--- src/rtl/arith_op_seq.sv ---
// Command sequencer for the 4-bit arithmetic unit: programs arith_sel over APB (skipped when
// the op is already loaded), runs one start/finish cycle and returns the result.
module arith_op_seq #(
  parameter logic [31:0] SEL_ADDR       = 32'h0000_0004,
  parameter int unsigned PREADY_TIMEOUT = 16,
  parameter int unsigned FIN_TIMEOUT    = 8
) (
  input  logic        clk,
  input  logic        rst_n,
  input  logic        cmd_valid,
  output logic        cmd_ready,
  input  logic [1:0]  cmd_op,
  input  logic [3:0]  cmd_in1,
  input  logic [3:0]  cmd_in2,
  output logic        rsp_valid,
  input  logic        rsp_ready,
  output logic [7:0]  rsp_out,
  output logic        rsp_err,
  output logic        rsp_timeout,
  output logic        psel,
  output logic        penable,
  output logic        pwrite,
  output logic [31:0] paddr,
  output logic [31:0] pwdata,
  input  logic        pready,
  output logic        alu_start,
  output logic [3:0]  alu_in1,
  output logic [3:0]  alu_in2,
  input  logic [7:0]  alu_out,
  input  logic        alu_err,
  input  logic        alu_finish
);

  localparam logic [2:0] IDLE     = 3'd0;
  localparam logic [2:0] SETUP    = 3'd1;
  localparam logic [2:0] ACCESS   = 3'd2;
  localparam logic [2:0] START    = 3'd3;
  localparam logic [2:0] WAIT_FIN = 3'd4;
  localparam logic [2:0] RESP     = 3'd5;

  localparam logic [15:0] PREADY_LAST = 16'(PREADY_TIMEOUT - 1);
  localparam logic [15:0] FIN_LAST    = 16'(FIN_TIMEOUT - 1);

  logic [2:0]  state_q, state_d;
  logic [15:0] timer_q, timer_d;
  logic [1:0]  op_q, op_d;
  logic [3:0]  in1_q, in1_d, in2_q, in2_d;
  logic [1:0]  cache_op_q, cache_op_d;
  logic        cache_valid_q, cache_valid_d;
  logic [7:0]  rsp_out_q, rsp_out_d;
  logic        rsp_err_q, rsp_err_d;
  logic        rsp_timeout_q, rsp_timeout_d;
  logic        apb_sel;

  always_comb begin
    state_d       = state_q;
    op_d          = op_q;
    in1_d         = in1_q;
    in2_d         = in2_q;
    cache_op_d    = cache_op_q;
    cache_valid_d = cache_valid_q;
    rsp_out_d     = rsp_out_q;
    rsp_err_d     = rsp_err_q;
    rsp_timeout_d = rsp_timeout_q;
    case (state_q)
      IDLE: begin
        if (cmd_valid) begin
          op_d    = cmd_op;
          in1_d   = cmd_in1;
          in2_d   = cmd_in2;
          state_d = (cache_valid_q && (cmd_op == cache_op_q)) ? START : SETUP;
        end
      end
      SETUP: state_d = ACCESS;
      ACCESS: begin
        if (pready) begin
          cache_op_d    = op_q;
          cache_valid_d = 1'b1;
          state_d       = START;
        end else if (timer_q == PREADY_LAST) begin
          // The write never landed, so the unit's arith_sel is unknown.
          cache_valid_d = 1'b0;
          rsp_out_d     = 8'hFF;
          rsp_err_d     = 1'b1;
          rsp_timeout_d = 1'b1;
          state_d       = RESP;
        end
      end
      START: state_d = WAIT_FIN;
      WAIT_FIN: begin
        if (alu_finish) begin
          rsp_out_d     = alu_out;
          rsp_err_d     = alu_err;
          rsp_timeout_d = 1'b0;
          state_d       = RESP;
        end else if (timer_q == FIN_LAST) begin
          rsp_out_d     = 8'hFF;
          rsp_err_d     = 1'b1;
          rsp_timeout_d = 1'b1;
          state_d       = RESP;
        end
      end
      RESP: begin
        if (rsp_ready) state_d = IDLE;
      end
      default: state_d = IDLE;
    endcase

    // Per-state cycle counter, restarted on every state entry.
    if (state_d != state_q) begin
      timer_d = '0;
    end else if (timer_q == 16'hFFFF) begin
      timer_d = timer_q;
    end else begin
      timer_d = timer_q + 16'd1;
    end
  end

  always_ff @(posedge clk or negedge rst_n) begin
    if (!rst_n) begin
      state_q       <= IDLE;
      timer_q       <= '0;
      op_q          <= '0;
      in1_q         <= '0;
      in2_q         <= '0;
      cache_op_q    <= '0;
      cache_valid_q <= 1'b0;
      rsp_out_q     <= '0;
      rsp_err_q     <= 1'b0;
      rsp_timeout_q <= 1'b0;
    end else begin
      state_q       <= state_d;
      timer_q       <= timer_d;
      op_q          <= op_d;
      in1_q         <= in1_d;
      in2_q         <= in2_d;
      cache_op_q    <= cache_op_d;
      cache_valid_q <= cache_valid_d;
      rsp_out_q     <= rsp_out_d;
      rsp_err_q     <= rsp_err_d;
      rsp_timeout_q <= rsp_timeout_d;
    end
  end

  assign apb_sel     = (state_q == SETUP) || (state_q == ACCESS);
  assign cmd_ready   = (state_q == IDLE);
  assign rsp_valid   = (state_q == RESP);
  assign rsp_out     = rsp_out_q;
  assign rsp_err     = rsp_err_q;
  assign rsp_timeout = rsp_timeout_q;
  assign psel        = apb_sel;
  assign penable     = (state_q == ACCESS);
  assign pwrite      = apb_sel;
  assign paddr       = apb_sel ? SEL_ADDR : 32'h0;
  assign pwdata      = apb_sel ? {30'b0, op_q} : 32'h0;
  assign alu_start   = (state_q == START) || (state_q == WAIT_FIN);
  assign alu_in1     = in1_q;
  assign alu_in2     = in2_q;

endmodule

--- config.mk ---
export PLATFORM = sky130hd
export DESIGN_NAME = arith_op_seq
export DESIGN_NICKNAME = d
export VERILOG_FILES = /design/src/rtl/arith_op_seq.sv
export SDC_FILE = /design/constraint.sdc
export NUM_CORES = 1
export LEC_CHECK = 0
export CORE_MARGIN = 4
export CORE_UTILIZATION = 43
export CTS_CLUSTER_DIAMETER = 80
export DETAILED_ROUTE_END_ITERATION = 10
export PLACE_DENSITY = 0.86
export SLEW_MARGIN = 25
export SYNTH_ARGS = -nofsm -noshare
export SYNTH_HDL_FRONTEND = slang
export SYNTH_SLANG_ARGS = --single-unit
--- constraint.sdc ---
create_clock -name clk -period 2.3 [get_ports clk]
set_clock_uncertainty 0.2 [all_clocks]
set_input_delay 0.23 -clock clk [delete_from_list [all_inputs] [get_ports clk]]
set_output_delay 0.23 -clock clk [all_outputs]
set_load 0.02 [all_outputs]
# Word-level counts from Yosys, hierarchy flattened
# Cells that the tools add are included.
# totals
regBits	42
input_bits	25
output_inout_bits	88
wordCells	61
# classes
addsub	1
eq_ne	14
n_mux	26
reduce_logical	10
# ops
operator	count
two-way mux 16 bit	2
two-way mux 8 bit	4
two-way mux 3 bit	7
case mux 3 bit (6 select lines)	1
adder 16 x 1 -> 16 bit (second input constant)	1
equality test 16 bit (second input constant)	1
equality test 16 x 3 -> 1 bit (second input constant)	1
equality test 16 x 4 -> 1 bit (second input constant)	1
case mux 8 bit (2 select lines)	1
two-way mux 1 bit	7
equality test 3 x 2 -> 1 bit (second input constant)	2
equality test 3 bit (second input constant)	2
AND reduction 2 bit	3
two-way mux 2 bit	2
inequality test 2 bit (second input constant)	2
case mux 1 bit (2 select lines)	2
AND reduction 4 bit	1
nonzero test 2 bit	2
equality test 3 x 1 -> 1 bit (second input constant)	1
logical NOT 3 bit	1
inequality test 3 bit	1
inequality test 3 bit (second input constant)	1
equality test 2 bit	1
logical OR 1 bit	2
other kinds (2)	2

# Longest topological paths before layout
# Gate-level depths: netlist (run 1).
# depth
ltp_word	7
mapped_depth	8
ltp_nobuf	6

# Worst setup path after synthesis (run 1)
# No wires, ideal clock.
# synth_timing
path_type	register -> register
startpoint	register state_q[2]
endpoint	register in1_q[0], in the netlist alu_in1[0]
setup_ns	0.125
arrival_time_ns	1.815
setup_slack_ns	0.160
stages_incl_launch_ff	6
n_path_buf	2
synth_period_minus_slack_ns	2.140
path_cell_list	dfrtp_1 -> buf_2 -> nor3_1 -> and2_1 -> buf_2 -> mux2_2
# synth_via
elab_chain_cells	2
# synth_lines
item	line_no	text
start, declared	44	logic [2:0] state_q, state_d;
start signal, assigned	132	state_q <= state_d;
logical NOT 3 bit	n/a	
named net cmd_ready	11	output logic cmd_ready,
AND reduction 2 bit (no line)	n/a	
end signal, assigned	135	in1_q <= in1_d;
end, declared	47	logic [3:0] in1_q, in1_d, in2_q, in2_d;
# The timed path passes the listed nets, and every way through them passes these cells.
# A chain may end at the register's enable or synchronous reset.

# Worst setup path after layout (run 1)
# layout_timing
startpoint	register timer_q[0]
endpoint	register timer_q[13]
# layout_via
elab_chain_cells	6
elab_cells_between_ends	13
classes_between	1 x add/sub; 5 x eq/ne; 7 x mux
# layout_lines
item	line_no	text
start, declared	45	logic [15:0] timer_q, timer_d;
start signal, assigned	133	timer_q <= timer_d;
equality test 16 x 3 -> 1 bit or equality test 16 x 4 -> 1 bit (tied branches)	96, 80	
two-way mux 3 bit, on equally long branches	96, 80	
two-way mux 3 bit, on equally long branches	91, 76	
case mux 3 bit (6 select lines)	65	case (state_q)
inequality test 3 bit	110	if (state_d != state_q) begin
inequality test 2 bit (no line) or two-way mux 16 bit (tied branches)	n/a	
# Several ways; a longest one is shown, not always the timed one. The select of a mux whose other input is x is not followed.

==> reports/metrics.cfg, run 1 <==
[global_route]
antenna_found_initial=0
grt_pass1_wl_um=9030
grt_pass1_vias=1891
grtUsageMet3_pct=4.13
track_usage_pct=15.4
grt_max_degree=21
grt_overflow_total=0
busiest_layer=met2
globalRouteMet2Util_pct=27.0
met1_usage_pct=18.1

[power]
p_sw_mw=1.35
cellPowerDensity_mw_per_mm2=1100
power_frac_seq_pct=32.5
leakagePower_nw=1.39
switching_share_pct=39.1
power.total_mw=3.44
irDropWorstVdd_v=0.000590
p_int_mw=2.09
clock_power_share_pct=15.9
comb_power_share_pct=51.5

[finish]
multi_input_area_mm2=0.00123
seq_area_mm2=0.00105
drive_gt1_share_pct=16.9
finalInstanceArea_mm2=0.00312
n_antenna_cell=0
fin_nets=351
synthToLayoutAreaGrowth_pct=20.1
fillers=531

[yosys]
yosysWarningCount=0
synth_cell_types=46
synth_area_leaders=dfrtp_1 40%, buf_4 18%, mux2_2 5.2%
yosysSeqAreaShare_pct=40.4
synth_top_area_cell=dfrtp_1
netlist_area_mm2=0.00260
synth_seq_cells=42
synth_top_area_share_pct=40.4
synthCells=265
syn_area_per_cell_um2=9.82

[worst_setup_path]
worstReg2RegEnd=timer_q[13]
path_depth=8
crit_arrival_ns=2.21
worstPathRequired_ns=2.28
cpPeakStageDelay_ns=0.41
critPathKind=reg2reg
crit_family=simple AND/OR/NAND/NOR gates
r2r_setup_slack_ns=0.06
cp_max_fo=16
cp_num_buf_inv=2
timing.rr.start=timer_q[0]
reg2reg_depth=8
end_kind=register
slowest_stage=dfrtp_1
start_kind=register
crit_path_cell_trace=ha_2 -> nor4bb_1 -> and4_2 -> buf_4 -> a21oi_1 -> o21ai_2 -> buf_4 -> nor2_1
crit_top_cell=buf_4

[timing]
min_period_ns=2.24
tightestPinTransition_ns=0.520
slew_violations=0
clock.fmax_mhz=447
layout_setup_ws_ns=0.0644
setup_viol=0
hold_viol=0
post-route-period-util_pct=97.2
slew_headroom_pct=65.2

[floorplanning]
start_util_pct=44.2
die_y_um=85.8
coreArea_mm2=0.00589
die-area_mm2=0.00736
ios=113
num_rows=28
die_w_um=85.8

[placement]
io_buffers=51
gp_congestion=0.852
post-place-ws_ns=0.0409
place_area_mm2=0.00298
dp_hpwl_um=4200

[drt]
drc=0
drt-initial-drc-count=148
wire_per_inst_um=13.6
viasPerCell=4.79
vias=1921
ant_nets=0
dr.pass1.iters=4
routed_wl_um=5460

[clocking]
cts_made_buffers=5
root_buffer=clkbuf_8
clk_pin_slew_ns=0.07
cts_tree=built
cts_max_level=2
clk_latency_ns=0.30
clk_path_buf_depth=2
cts.sinks=42

[run_status]
status=finished clean

[hold_path]
hold_path.class=in2async

[run]
drv_cap=0

worst max-delay path by stage:
stage / startpoint / to / slack (ns)
floorplan: state_q[2] / alu_in1[0] / 0.16
global placement: timer_q[0] / rsp_out[4] / 0.14
detailed placement: timer_q[0] / rsp_out[1] / 0.04
CTS: timer_q[0] / rsp_out[2] / 0.02
global route: timer_q[0] / timer_q[13] / -0.03
finish: timer_q[0] / timer_q[13] / 0.06
cells in the final DEF, fill, tap and decap left out, types with 3 or more instances in the layout:
cell | Yosys | routed
conb_1 | 1 | 61
dfrtp_1 | 42 | 42
clkdlybuf4s50_1 | 0 | 42
nor2_1 | 27 | 26
nand2_1 | 14 | 14
mux2_2 | 12 | 12
buf_4 | 63 | 12
xnor2_1 | 10 | 10
nor3_1 | 8 | 8
o22a_2 | 8 | 8
clkbuf_8 | 0 | 8
mux2i_1 | 7 | 7
inv_1 | 6 | 6
nand3_1 | 6 | 6
a21oi_1 | 6 | 6
a211oi_1 | 5 | 5
nand2b_1 | 4 | 4
nand4_1 | 4 | 4
dlygate4sd2_1 | 0 | 4
dlymetal6s2s_1 | 0 | 4
o21ai_0 | 3 | 3
and2_1 | 3 | 3
flip-flops by register name (all words and copies together) (netlist names):
| register | flops |
|---|---|
| timer_q | 16 |
| rsp_out | 8 |
| alu_in1 | 4 |
| alu_in2 | 4 |
| state_q | 3 |
| cache_op_q | 2 |
| op_q | 2 |
| cache_valid_q | 1 |
| rsp_err | 1 |
| rsp_timeout | 1 |
power groups by stage:
stage	Sequential, mW	Combinational, mW	Clock (mW)
final	1.12	1.77	0.548
after global routing	1.16	1.89	0.604
after CTS	1.12	1.78	0.565
after detailed placement	1.13	1.79	0
after global placement	1.12	1.74	0
after floorplan	1.26	1.02	0
per-stage QoR:
step                      util [%]  instances  TNS [ns]  hold slack [ns]
after floorplan                  -        325         0           -0.266
after global routing          53.1        401    -0.231           0.0692
after global placement        50.7        391         0           -0.156
final                         53.1        401         0           0.0687
after CTS                     52.7        400         0           0.0551
after detailed placement      50.7        391         0           -0.154
final cells by class:
| class | instances | share of cell area, % |
|---|---|---|
| Sequential cell | 42 | 33.7 |
| Clock buffer | 8 | 3.53 |
| Tap cell | 75 | 3.00 |
| Multi-Input combinational cell | 206 | 39.5 |
| Timing Repair Buffer | 64 | 19.6 |
| Inverter | 6 | 0.721 |
kinds of logic (layout without fill, tap and decap cells):
family | Yosys count | in the layout | share of synthesized area (%)
other | 1 | 61 | 0.144
DFF | 42 | 42 | 40.4
xor gates and xnor gates | 10 | 10 | 3.37
adders and majority gates | 1 | 1 | 0.481
muxes | 19 | 19 | 7.89
AOI/OAI and AO/OA | 34 | 34 | 11.0
buffers and inverters | 77 | 78 | 21.0
and+or+nand+nor | 81 | 81 | 15.7
metal layers:
layer,wire (um),up-vias
li1,-,898
met3,379,12
met4,100,0
met2,2940,68
met1,2040,943
met5,0,-
synthesized netlist by cell type (all sizes together):
cell and number:
nor4 2, o22ai 1, o211ai 1, nor4bb 1, a41oi 1, and4 1
xnor2 10, nand2b 4, inv 6, a221o 1, and2 3, nor3 9
ha 1, a21boi 2, or2 1, a311oi 1, mux2i 7, o21ai 4
conb 1, nand4 4, o22a 9, a211oi 5, nor2b 1, o21a 1
or4 1, nor2 27, mux2 12, a21oi 6, buf 71, nand3 6
or3 1, and3 3, nand2 15, and2b 1, nand3b 1, a31oi 2
dfrtp 42
timing repair:
item / CTS / global route
hold buffers: 1 / 0
setup buffers: 0 / 1
gates resized for setup: 5 / 6
endpoints found under the hold margin: 42 / 0
pin swaps: 0 / 1
setup endpoints to repair: 7 / 29
No activity file was read; power rests on OpenSTA's default activity.
==> inputs of run 2 (changes only) <==
--- a/config.mk
+++ b/config.mk
@@ -8,9 +8,11 @@
 export CORE_MARGIN = 4
 export CORE_UTILIZATION = 43
 export CTS_CLUSTER_DIAMETER = 80
+export CTS_CLUSTER_SIZE = 30
 export DETAILED_ROUTE_END_ITERATION = 10
+export MAX_ROUTING_LAYER = met4
 export PLACE_DENSITY = 0.86
-export SLEW_MARGIN = 25
+export SLEW_MARGIN = 20
 export SYNTH_ARGS = -nofsm -noshare
 export SYNTH_HDL_FRONTEND = slang
 export SYNTH_SLANG_ARGS = --single-unit
==> reports/metrics.cfg, run 2 (synthesis gave the netlist of run 1 again) <==
[timing]
setup_viol=0  ; unchanged
slew_headroom_pct=65.2  ; unchanged
tightestPinTransition_ns=0.520  ; unchanged
clock.fmax_mhz=447  ; about the same
hold_viol=0  ; unchanged
min_period_ns=2.24  ; -0.000474 ns
slew_violations=0  ; unchanged
post-route-period-util_pct=97.2  ; about the same
tns_ns=0  ; unchanged

[finish]
fin_nets=351  ; unchanged
drive_gt1_share_pct=16.9  ; unchanged
seq_area_mm2=0.00105  ; unchanged
n_antenna_cell=0  ; unchanged
utilization_pct=53.1  ; unchanged
synthToLayoutAreaGrowth_pct=20.1  ; unchanged
finalInstanceArea_mm2=0.00312  ; unchanged
multi_input_area_mm2=0.00123  ; unchanged
final_common_cell=conb_1
final_cell_mix=61 x conb_1, 42 x dfrtp_1, 42 x clkdlybuf4s50_1, 26 x nor2_1, 14 x nand2_1
fillers=531  ; unchanged
top_register=timer_q
largest_reg_flops=16  ; unchanged

[clocking]
cts_max_level=2  ; unchanged
root_buffer=clkbuf_8
clk_pin_slew_ns=0.08  ; about the same
cts_made_buffers=5  ; unchanged
cts_tree=built
cts.sinks=42  ; unchanged
clk_path_buf_depth=2  ; unchanged
clk_latency_ns=0.30  ; about the same

[worst_setup_path]
r2r_setup_slack_ns=0.06  ; about the same
crit_path_cell_trace=ha_2 -> nor4bb_1 -> and4_2 -> buf_4 -> a21oi_1 -> o21ai_2 -> buf_4 -> nor2_1
end_kind=register
critPathKind=reg2reg
crit_top_cell=buf_4
worstPathRequired_ns=2.28  ; about the same
cp_num_buf_inv=2  ; unchanged
cp_max_fo=16  ; unchanged
start_kind=register
reg2reg_depth=8  ; unchanged
crit_family=simple AND/OR/NAND/NOR gates
slowest_stage=dfrtp_1
cpPeakStageDelay_ns=0.41  ; about the same
worstReg2RegEnd=timer_q[13]
crit_arrival_ns=2.21  ; about the same
timing.rr.start=timer_q[0]

[drt]
routed_wl_um=5500  ; +0.75%
ant_nets=0  ; unchanged
wire_per_inst_um=13.7  ; +0.75%
viasPerCell=4.82  ; +0.62%
drt-initial-drc-count=135  ; -8.8%
vias=1933  ; +0.62%
dr.pass1.iters=4  ; unchanged
drc=0  ; unchanged

[placement]
gp_congestion=0.865  ; +1.6%
io_buffers=51  ; unchanged
dp_hpwl_um=4200  ; unchanged
place_area_mm2=0.00298  ; unchanged

[global_route]
grt_pass1_wl_um=9030  ; unchanged
grt_overflow_total=0  ; unchanged
antenna_found_initial=0  ; unchanged
track_usage_pct=15.9  ; +0.46 points
grt_pass1_vias=1894  ; +0.16%
grt_max_degree=21  ; unchanged

[power]
leakagePower_nw=1.39  ; unchanged
power.total_mw=3.44  ; about the same
cellPowerDensity_mw_per_mm2=1100  ; about the same
irDropWorstVdd_v=0.000591  ; +0.13%

[run_status]
status=finished clean

[floorplanning]
num_rows=28  ; unchanged
ios=113  ; unchanged
die-area_mm2=0.00736  ; unchanged
start_util_pct=44.2  ; unchanged
die_y_um=85.8  ; unchanged
coreArea_mm2=0.00589  ; unchanged
die_w_um=85.8  ; unchanged

[hold_path]
hold_path.class=in2async

[run]
drv_cap=0  ; unchanged

-- run 2: cell counts in the layout (fill, tap and decap cells not counted) --
Identical to the previous run, type by type.
-- run 2: timing repair --
item,CTS,global route
setup buffers,0,1
endpoints found under the hold margin,42,0
hold buffers,1,0
endpoints found under the setup margin,7,29
gates resized for setup,5,6
pin swaps,0,1
-- run 2: per-stage QoR --
step                      instances  setup WS (ns)  hold slack, ns
after global placement          391          0.139          -0.156
after floorplan                 325          0.160          -0.266
after global routing            401        -0.0332          0.0692
after detailed placement        391         0.0409          -0.154
after CTS                       400         0.0221          0.0551
final                           401         0.0649          0.0687
-- run 2: metal layers --
| layer | GRT usage (%) | wire length (um) |
|---|---|---|
| met3 | 3.94 | 361 |
| met1 | 18.2 | 2080 |
| met2 | 27.0 | 2960 |
| met4 | 5.61 | 100 |
| met5 | - | 0 |
-- run 2: cell type report --
class                   instances  area share [%]
flip-flops and latches         42            33.7
multi-input cells             206            39.5
well taps                      75            3.00
repair buffers                 64            19.6
clock buffers                   8            3.53
inverters                       6           0.721
-- run 2: worst reg2reg max path, stage by stage, from the launching register on --
cell and delay [ns]:
dfrtp_1 0.41, ha_2 0.24, nor4bb_1 0.24, and4_2 0.34
buf_4 0.16, a21oi_1 0.08, o21ai_2 0.14, buf_4 0.23
nor2_1 0.08
-- run 2: worst max-delay path by stage --
stage / start / to / slack [ns] / cells past startpoint
6_report: timer_q[0] / timer_q[13] / 0.06 / 8
5_1_grt: timer_q[0] / timer_q[13] / -0.03 / 8
4_1_cts: timer_q[0] / rsp_out[2] / 0.02 / 6
3_5_place_dp: timer_q[0] / rsp_out[1] / 0.04 / 6
3_3_place_gp: timer_q[0] / rsp_out[4] / 0.14 / 6
2_1_floorplan: state_q[2] / alu_in1[0] / 0.16 / 5
-- run 2: power breakdown --
group / switching [mW] / internal, mW / total [mW]
Clock: 0.245 / 0.303 / 0.548
Sequential: 0.159 / 0.959 / 1.12
Combinational: 0.944 / 0.831 / 1.77
Total: 1.35 / 2.09 / 3.44
